## src/rtl/fir_pkg.sv

```systemverilog
// Shared constants for the fir_src burst stimulus generator: FSM state codes,
// LFSR polynomial/seed, golden-model averaging shift and the LFSR step function.
package fir_pkg;

    typedef logic [1:0] fir_state_t;

    localparam fir_state_t ST_IDLE = 2'd0;
    localparam fir_state_t ST_RUN  = 2'd1;
    localparam fir_state_t ST_GAP  = 2'd2;
    localparam fir_state_t ST_DONE = 2'd3;

    localparam logic [15:0] LFSR_MASK = 16'hB400;
    localparam logic [15:0] LFSR_SEED = 16'hACE1;
    localparam int          AVG_SHIFT = 3;

    // Galois right-shift step: feed the outgoing LSB back through the mask
    function automatic logic [15:0] lfsr_next(input logic [15:0] cur);
        return (cur >> 1) ^ (cur[0] ? LFSR_MASK : 16'h0000);
    endfunction

endpackage

```

## src/rtl/fir_src_gold.sv

```systemverilog
// Golden moving-sum model: hC-deep shift register of accepted samples, output is
// the tap sum >> AVG_SHIFT. Only instantiated when FIR_SRC_GOLDEN_EN is defined.
module fir_src_gold
    import fir_pkg::*;
#(
    parameter int bW     = 8,
    parameter int hC     = 5,
    parameter int hClog2 = 3
) (
    input  logic          clk,
    input  logic          rst,
    input  logic          clr,
    input  logic          acc,
    input  logic [bW-1:0] x_in,
    output logic [bW-1:0] y_g,
    output logic          y_g_valid
);

    localparam int SW = bW + hClog2;

    logic [hC:1][bW-1:0] h;
    logic [SW-1:0]       sum;
    logic [1:0]          vld_pipe;

    assign vld_pipe[0] = acc;

    always_ff @(posedge clk) begin
        if (rst || clr) begin
            h <= '0;
        end else if (acc) begin
            h[1] <= x_in;
            for (int i = 2; i <= hC; i++) h[i] <= h[i-1];
        end
    end

    always_ff @(posedge clk) begin
        if (rst) vld_pipe[1] <= 1'b0;
        else     vld_pipe[1] <= vld_pipe[0];
    end

    // Sum reads the registered taps, so it is already current in the strobe cycle
    always_comb begin
        sum = '0;
        for (int i = 1; i <= hC; i++) sum = sum + SW'(h[i]);
    end

    assign y_g       = bW'(sum >> AVG_SHIFT);
    assign y_g_valid = vld_pipe[1];

endmodule

```

## src/rtl/fir_src.sv

```systemverilog
// Burst sample source: LFSR data on a valid/ready stream with optional inter-sample
// gaps. Golden averaging model and y_g/y_g_valid ports exist only with FIR_SRC_GOLDEN_EN.
module fir_src
    import fir_pkg::*;
#(
    parameter int          bW     = 8,
    parameter int          hC     = 5,
    parameter int          hClog2 = 3,
    parameter logic [15:0] SEED   = LFSR_SEED
) (
    input  logic          clk,
    input  logic          rst,
    input  logic          start,
    input  logic [15:0]   burst_len,
    input  logic [3:0]    gap,
    output logic [bW-1:0] x,
    output logic          x_valid,
    input  logic          x_ready,
    output logic          busy,
`ifdef FIR_SRC_GOLDEN_EN
    output logic [bW-1:0] y_g,
    output logic          y_g_valid,
`endif
    output logic          done
);

    fir_state_t  state;
    logic [15:0] lfsr;
    logic [15:0] remain;
    logic [3:0]  gap_l;
    logic [3:0]  gcnt;
    logic        accept;
    logic        start_acc;

    assign accept    = (state == ST_RUN) && x_ready;
    assign start_acc = (state == ST_IDLE) && start;

    always_ff @(posedge clk) begin
        if (rst) begin
            state  <= ST_IDLE;
            lfsr   <= SEED;
            remain <= '0;
            gap_l  <= '0;
            gcnt   <= '0;
        end else begin
            case (state)
                ST_IDLE: if (start) begin
                    remain <= burst_len;
                    gap_l  <= gap;
                    state  <= (burst_len != 16'd0) ? ST_RUN : ST_DONE;
                end
                ST_RUN: if (x_ready) begin
                    lfsr   <= lfsr_next(lfsr);
                    remain <= remain - 16'd1;
                    if (remain == 16'd1) begin
                        state <= ST_DONE;
                    end else if (gap_l != 4'd0) begin
                        state <= ST_GAP;
                        gcnt  <= gap_l;
                    end
                end
                ST_GAP: begin
                    if (gcnt == 4'd1) state <= ST_RUN;
                    else              gcnt  <= gcnt - 4'd1;
                end
                default: state <= ST_IDLE;
            endcase
        end
    end

    assign x       = lfsr[bW-1:0];
    assign x_valid = (state == ST_RUN);
    assign busy    = (state != ST_IDLE);
    assign done    = (state == ST_DONE);

`ifdef FIR_SRC_GOLDEN_EN
    fir_src_gold #(
        .bW     (bW),
        .hC     (hC),
        .hClog2 (hClog2)
    ) u_gold (
        .clk       (clk),
        .rst       (rst),
        .clr       (start_acc),
        .acc       (accept),
        .x_in      (x),
        .y_g       (y_g),
        .y_g_valid (y_g_valid)
    );
`else
    // Guard bits must cover the tap count even when the model is not built
    if ((2 ** hClog2) < hC) begin : g_cfg_bad
        $error("fir_src: 2**hClog2 must be >= hC");
    end
`endif

endmodule

```

## config.mk

```make
export PLATFORM = sky130hd
export DESIGN_NAME = fir_src
export DESIGN_NICKNAME = d
export VERILOG_FILES = /design/src/rtl/fir_pkg.sv /design/src/rtl/fir_src_gold.sv /design/src/rtl/fir_src.sv
export SDC_FILE = /design/constraint.sdc
export NUM_CORES = 1
export LEC_CHECK = 0
export ABC_CLOCK_PERIOD_IN_PS = 3200
export BUFFER_PORTS_ARGS = -buffer_cell sky130_fd_sc_hd__buf_2
export CAP_MARGIN = 20
export CORE_MARGIN = 3
export CORE_UTILIZATION = 43
export DETAILED_ROUTE_END_ITERATION = 8
export PLACE_DENSITY = 0.75
export SYNTH_ARGS = -nofsm -noshare
export SYNTH_HDL_FRONTEND = slang
export SYNTH_SLANG_ARGS = --single-unit
```

## constraint.sdc

```tcl
create_clock -name clk -period 3.2 [get_ports clk]
set_input_delay 0.48 -clock clk [delete_from_list [all_inputs] [get_ports clk]]
set_output_delay 0.48 -clock clk [all_outputs]
set_load 0.005 [all_outputs]
```

# After elaboration in Yosys (flattened, before gate mapping)
# Cells that the tools add are included.
[totals]
register_bits = 42
input_bits = 24
out_inout_bits = 11
wordCells = 47
[op_classes]
add_sub_neg = 2
n_eq_ne = 12
n_mux = 16
bitwise_logic = 1
reduce_logical = 11
[ops]
columns = ["operator", "n"]
rows = [
  ["$mux W16", 3],
  ["$pmux W16 S2", 1],
  ["$eq A16 B1 Y1 const B", 1],
  ["$mux W4", 4],
  ["$reduce_bool A16 Y1", 1],
  ["$sub A16 B1 Y16 const B", 1],
  ["$xor A15 B16 Y16", 1],
  ["$mux W2", 6],
  ["$ne A2 B2 Y1 const B", 4],
  ["$pmux W4 S2", 1],
  ["$pmux W2 S3", 1],
  ["$reduce_bool A2 Y1", 3],
  ["$reduce_and A5 Y1", 1],
  ["$eq A2 B2 Y1 const B", 2],
  ["$eq A4 B1 Y1 const B", 1],
  ["$ne A2 B1 Y1 const B", 2],
  ["$reduce_and A2 Y1", 2],
  ["$reduce_and A4 Y1", 1],
  ["$reduce_bool A4 Y1", 1],
  ["$sub A4 B1 Y4 const B", 1],
  ["$ne A3 B1 Y1 const B", 1],
  ["$reduce_and A3 Y1", 1],
  ["$eq A2 B1 Y1 const B", 1],
  ["$logic_not A2 Y1", 1],
]

# Logic depth before layout (Yosys ltp)
[depth]
word_depth = 5
ltp_mapped = 9

# Worst setup path before layout
# No wires, ideal clock.
[synth_path]
path_type = "register to register"
from = "reg remain[1]"
to = "reg state[1]"
setup_ns = 0.100
arrival_ns = 1.798
t_required_ns = 3.100
path_slack_ns = 1.302
path_stages_with_launch = 7
n_path_buf = 0
period_less_slack_ns = 1.898
cell_sequence = "dfxtp_1 > inv_1 > ha_1 > or4b_2 > or2_1 > and3_4 > a2111oi_4"
[synth_via]
elab_chain_cells = 4
[synth_rtl]
columns = ["element", "line_no", "text"]
rows = [
  ["start, declared", "fir_src.sv:29", "logic [15:0] remain;"],
  ["start signal, assigned", "fir_src.sv:48", "remain <= burst_len;"],
  ["start signal, assigned", "fir_src.sv:54", "remain <= remain - 16'd1;"],
  ["$eq A16 B1 Y1 (*)", "fir_src.sv:55", "if (remain == 16'd1) begin"],
  ["$mux W2", "fir_src.sv:55", ""],
  ["$mux W2", "fir_src.sv:52", "ST_RUN: if (x_ready) begin"],
  ["$pmux W2 S3", "fir_src.sv:46", "case (state)"],
  ["end signal, assigned", "fir_src.sv:50", "state <= (burst_len != 16'd0) ? ST_RUN : ST_DONE;"],
  ["end, declared", "fir_src.sv:27", "fir_state_t state;"],
]
# Mark *: on every way between the ends. The rest lies on a longest branch, timed or not. The select of a mux whose other input is x is not followed.
# A chain may end at the register's enable or synchronous reset.

# Final worst setup path
# Ends and elaborated chain as after synthesis.

==> results.tsv <==
stage	metric	value	unit
clocking	post_cts_resize_count	0	
timing	tns	0	ns
cells_and_area	fin_area	0.00256	mm^2
hold_path	hold_start	gap[0]	
timing	fmax	489	MHz
route	num_vias	2159	
cells_and_area	diodes	0	
placed_design	place_congestion	0.917	
floorplanning	fp-row-count	26	
route	dr.pass1.iters	4	
floorplanning	die_width	79.5	um
worst_setup_path	r2r_start	remain[1]	
route	wl_per_cell	13.9	um
clocking	post_cts_buffers	0	
grt	grt_util_all_layers	17.9	%
pwr	max-vdd-ir-drop	0.280	mV
floorplanning	die_area	0.00632	mm^2
hold_path	holdPathStages	3	
route	viasPerCell	5.59	
clocking	cts.clk_slew.worst_paths	0.09	ns
timing	slew_viol_final	0	
clocking	clockRootBuffer	clkbuf_8	
pwr	power_frac_clock	25.6	%
cells_and_area	final_cell_mix	42 x dfxtp_1, 41 x nand2_1, 37 x nor2_1, 34 x buf_2, 22 x a21oi_1	
pwr	seq_power_share	44.8	%
route	wl	5.35	mm
worst_setup_path	worst_r2r_endpoint	state[1]	
timing	period_share	63.9	%
synthesis	synth_cell_type_count	51	
pwr	p_sw_share	34.9	%
cells_and_area	finalNetCount	343	
worst_setup_path	setup.reg_to_reg.worst_slack	1.15	ns
placed_design	dp_slack	1.18	ns
grt	antenna_found_initial	0	
worst_setup_path	ff2ff_path_depth	6	
grt	grt_max_degree	44	
synthesis	syn_inst	299	
route	drt_iter0_drc	137	
worst_setup_path	cp.required	3.41	ns
worst_setup_path	cp.arrival	2.25	ns
timing	final.setup_skew	0.00226	ns
pwr	p_sw	0.000490	W
worst_setup_path	criticalPathCategory	flip-flop to flip-flop	
clocking	cts_buffer_depth	2	
synthesis	synth_seq_cells	42	
cells_and_area	drive_above_1_share	17.7	%
cells_and_area	final_common_cell	dfxtp_1	
clocking	cts_buffers	5	
hold_path	min_path_type	input port to flip-flop	
grt	grt_pass1_vias	2023	
grt	grt_first_pass_wirelength	9.15	mm
synthesis	ys_async_sr_fraction	0	%
synthesis	synth-main-ff-cell	dfxtp_1	
synthesis	syn_area	0.00232	mm^2
floorplanning	die_y	79.5	um
worst_setup_path	critPathLaunchType	flip-flop	
synthesis	synth-seq-area-share	36.2	%
synthesis	synth_edf_count	0	
timing	fin_crit	2.05	ns
synthesis	synth_fp_nets	327	
synthesis	synth_warnings	0	
pwr	p_int	0.000912	W
floorplanning	start_util	44.9	%
timing	setup_viol	0	
timing	rsz0062_at_grt	no	
placed_design	place_hpwl	3.90	mm
floorplanning	boundaryPins	35	
worst_setup_path	cp-end-kind	flip-flop	
run	maxCapViolCount	0	
hold_path	whs_endpoint	gap_l[0]	
clocking	htreeDepth	2	
outcome	status	finished, final reports clean	
worst_setup_path	critPathMaxFanout	3	
synthesis	syn_area_per_cell	7.77	um^2
clocking	insertion_delay	0.30	ns
pwr	comb_power_share	29.6	%
pwr	power_density	547	mW/mm^2
clocking	cts_tree	done	
timing	worst_pin_slew	0.796	ns
placed_design	portBuffers	34	
timing	final_hold_viol_count	0	
pwr	leakage	1.02	nW
clocking	cts.sinks	42	
clocking	holdBufCountCts	0	
cells_and_area	area.growth.synth_to_final	10.3	%
timing	slew_headroom	46.9	%
grt	grt.overflow.total	0	
placed_design	placed_area	0.00247	mm^2
route	drcViolationCount	0	
route	antenna_left	0	
timing	setup_ws	1.15	ns
floorplanning	core-area	0.00517	mm^2
## cell usage after synthesis, drive strengths merged (2+ instances only)
cell type | number | area, um^2
a211o | 2 | 17.5
a211oi | 5 | 37.5
a21o | 2 | 15.0
a21oi | 22 | 110
a221oi | 2 | 17.5
a22o | 3 | 26.3
a22oi | 4 | 30.0
a2bb2oi | 3 | 26.3
a31oi | 4 | 25.0
and2 | 4 | 25.0
and3 | 2 | 17.5
buf | 12 | 77.6
clkbuf | 17 | 63.8
dfxtp | 42 | 841
ha | 4 | 50.1
inv | 9 | 33.8
mux2i | 7 | 70.1
nand2 | 41 | 154
nand2b | 3 | 18.8
nand3 | 4 | 20.0
nand3b | 9 | 80.1
nor2 | 37 | 139
nor3 | 7 | 35.0
nor3b | 2 | 15.0
nor4 | 6 | 37.5
o21ai | 19 | 95.1
o22ai | 2 | 12.5
or2 | 3 | 18.8
or3 | 2 | 13.8
or4 | 4 | 33.8
xnor2 | 4 | 35.0
## critical path: stages, from the launching register on
cell and delay (ns):
dfxtp_1 0.33, inv_1 0.10, ha_1 0.15, or4b_2 0.63, or2_1 0.26, and3_4 0.19, a2111oi_4 0.30
## cell type report
type / count / area, um^2
clock buffer: 5 / 68.8
clock inverter: 3 / 25.0
fill: 525 / 2610
inverter: 9 / 33.8
multi-input combinational: 219 / 1310
sequential: 42 / 841
tap: 70 / 87.6
timing repair buffer: 38 / 200
## per-stage QoR
stage,hold slack (ns),util (%),cells,total power (W)
global placement,0.441,47.8,378,0.00104
detailed placement,0.447,47.8,378,0.00105
CTS,0.410,49.6,386,0.00141
finish,0.413,49.6,386,0.00140
global route,0.434,49.6,386,0.00150
floorplan,0.432,-,299,0.000950
## worst max path at each step
stage / start / endpoint / slack [ns] / cells after the start
after floorplan: remain[1] / state[1] / 1.30 / 6
after global placement: remain[1] / state[1] / 1.25 / 6
after detailed placement: remain[1] / state[1] / 1.18 / 6
after CTS: remain[1] / state[1] / 1.16 / 6
after global routing: remain[1] / state[1] / 1.08 / 6
final: remain[1] / state[1] / 1.15 / 6
## per-layer routing
metal	up-vias	routed length (um)	share of wire (%)	global-route usage, %
li1	1072	-	-	-
met1	1011	2390	45	23.8
met2	66	2530	47	28.8
met3	10	347	6.5	3.39
met4	0	87	1.6	6.36
met5	-	0	0	0
## cells by family (layout without fill, tap and decap cells)
| logic type | after synthesis | count (layout) | synth area share (%) |
|---|---|---|---|
| AOI/OAI and AO/OA | 75 | 75 | 21.7 |
| xor gates and xnor gates | 4 | 4 | 1.51 |
| adders and majority gates | 4 | 4 | 2.15 |
| buffers and inverters | 38 | 55 | 7.54 |
| DFF | 42 | 42 | 36.2 |
| muxes | 7 | 7 | 3.02 |
| and+or+nand+nor | 129 | 129 | 27.9 |
## sequential cells by signal, summed over array words and instances, names as in the netlist
name	flops
state	2
lfsr	16
gcnt	4
remain	16
gap_l	4
## power groups by stage
| stage | Sequential (W) | Combinational [W] | Clock (W) |
|---|---|---|---|
| after floorplan | 0.000619 | 0.000332 | 0 |
| after global placement | 0.000636 | 0.000402 | 0 |
| after detailed placement | 0.000639 | 0.000414 | 0 |
| after CTS | 0.000627 | 0.000415 | 0.000371 |
| after global routing | 0.000637 | 0.000466 | 0.000395 |
| final | 0.000628 | 0.000415 | 0.000359 |
Power figures use the tool's default switching activity.
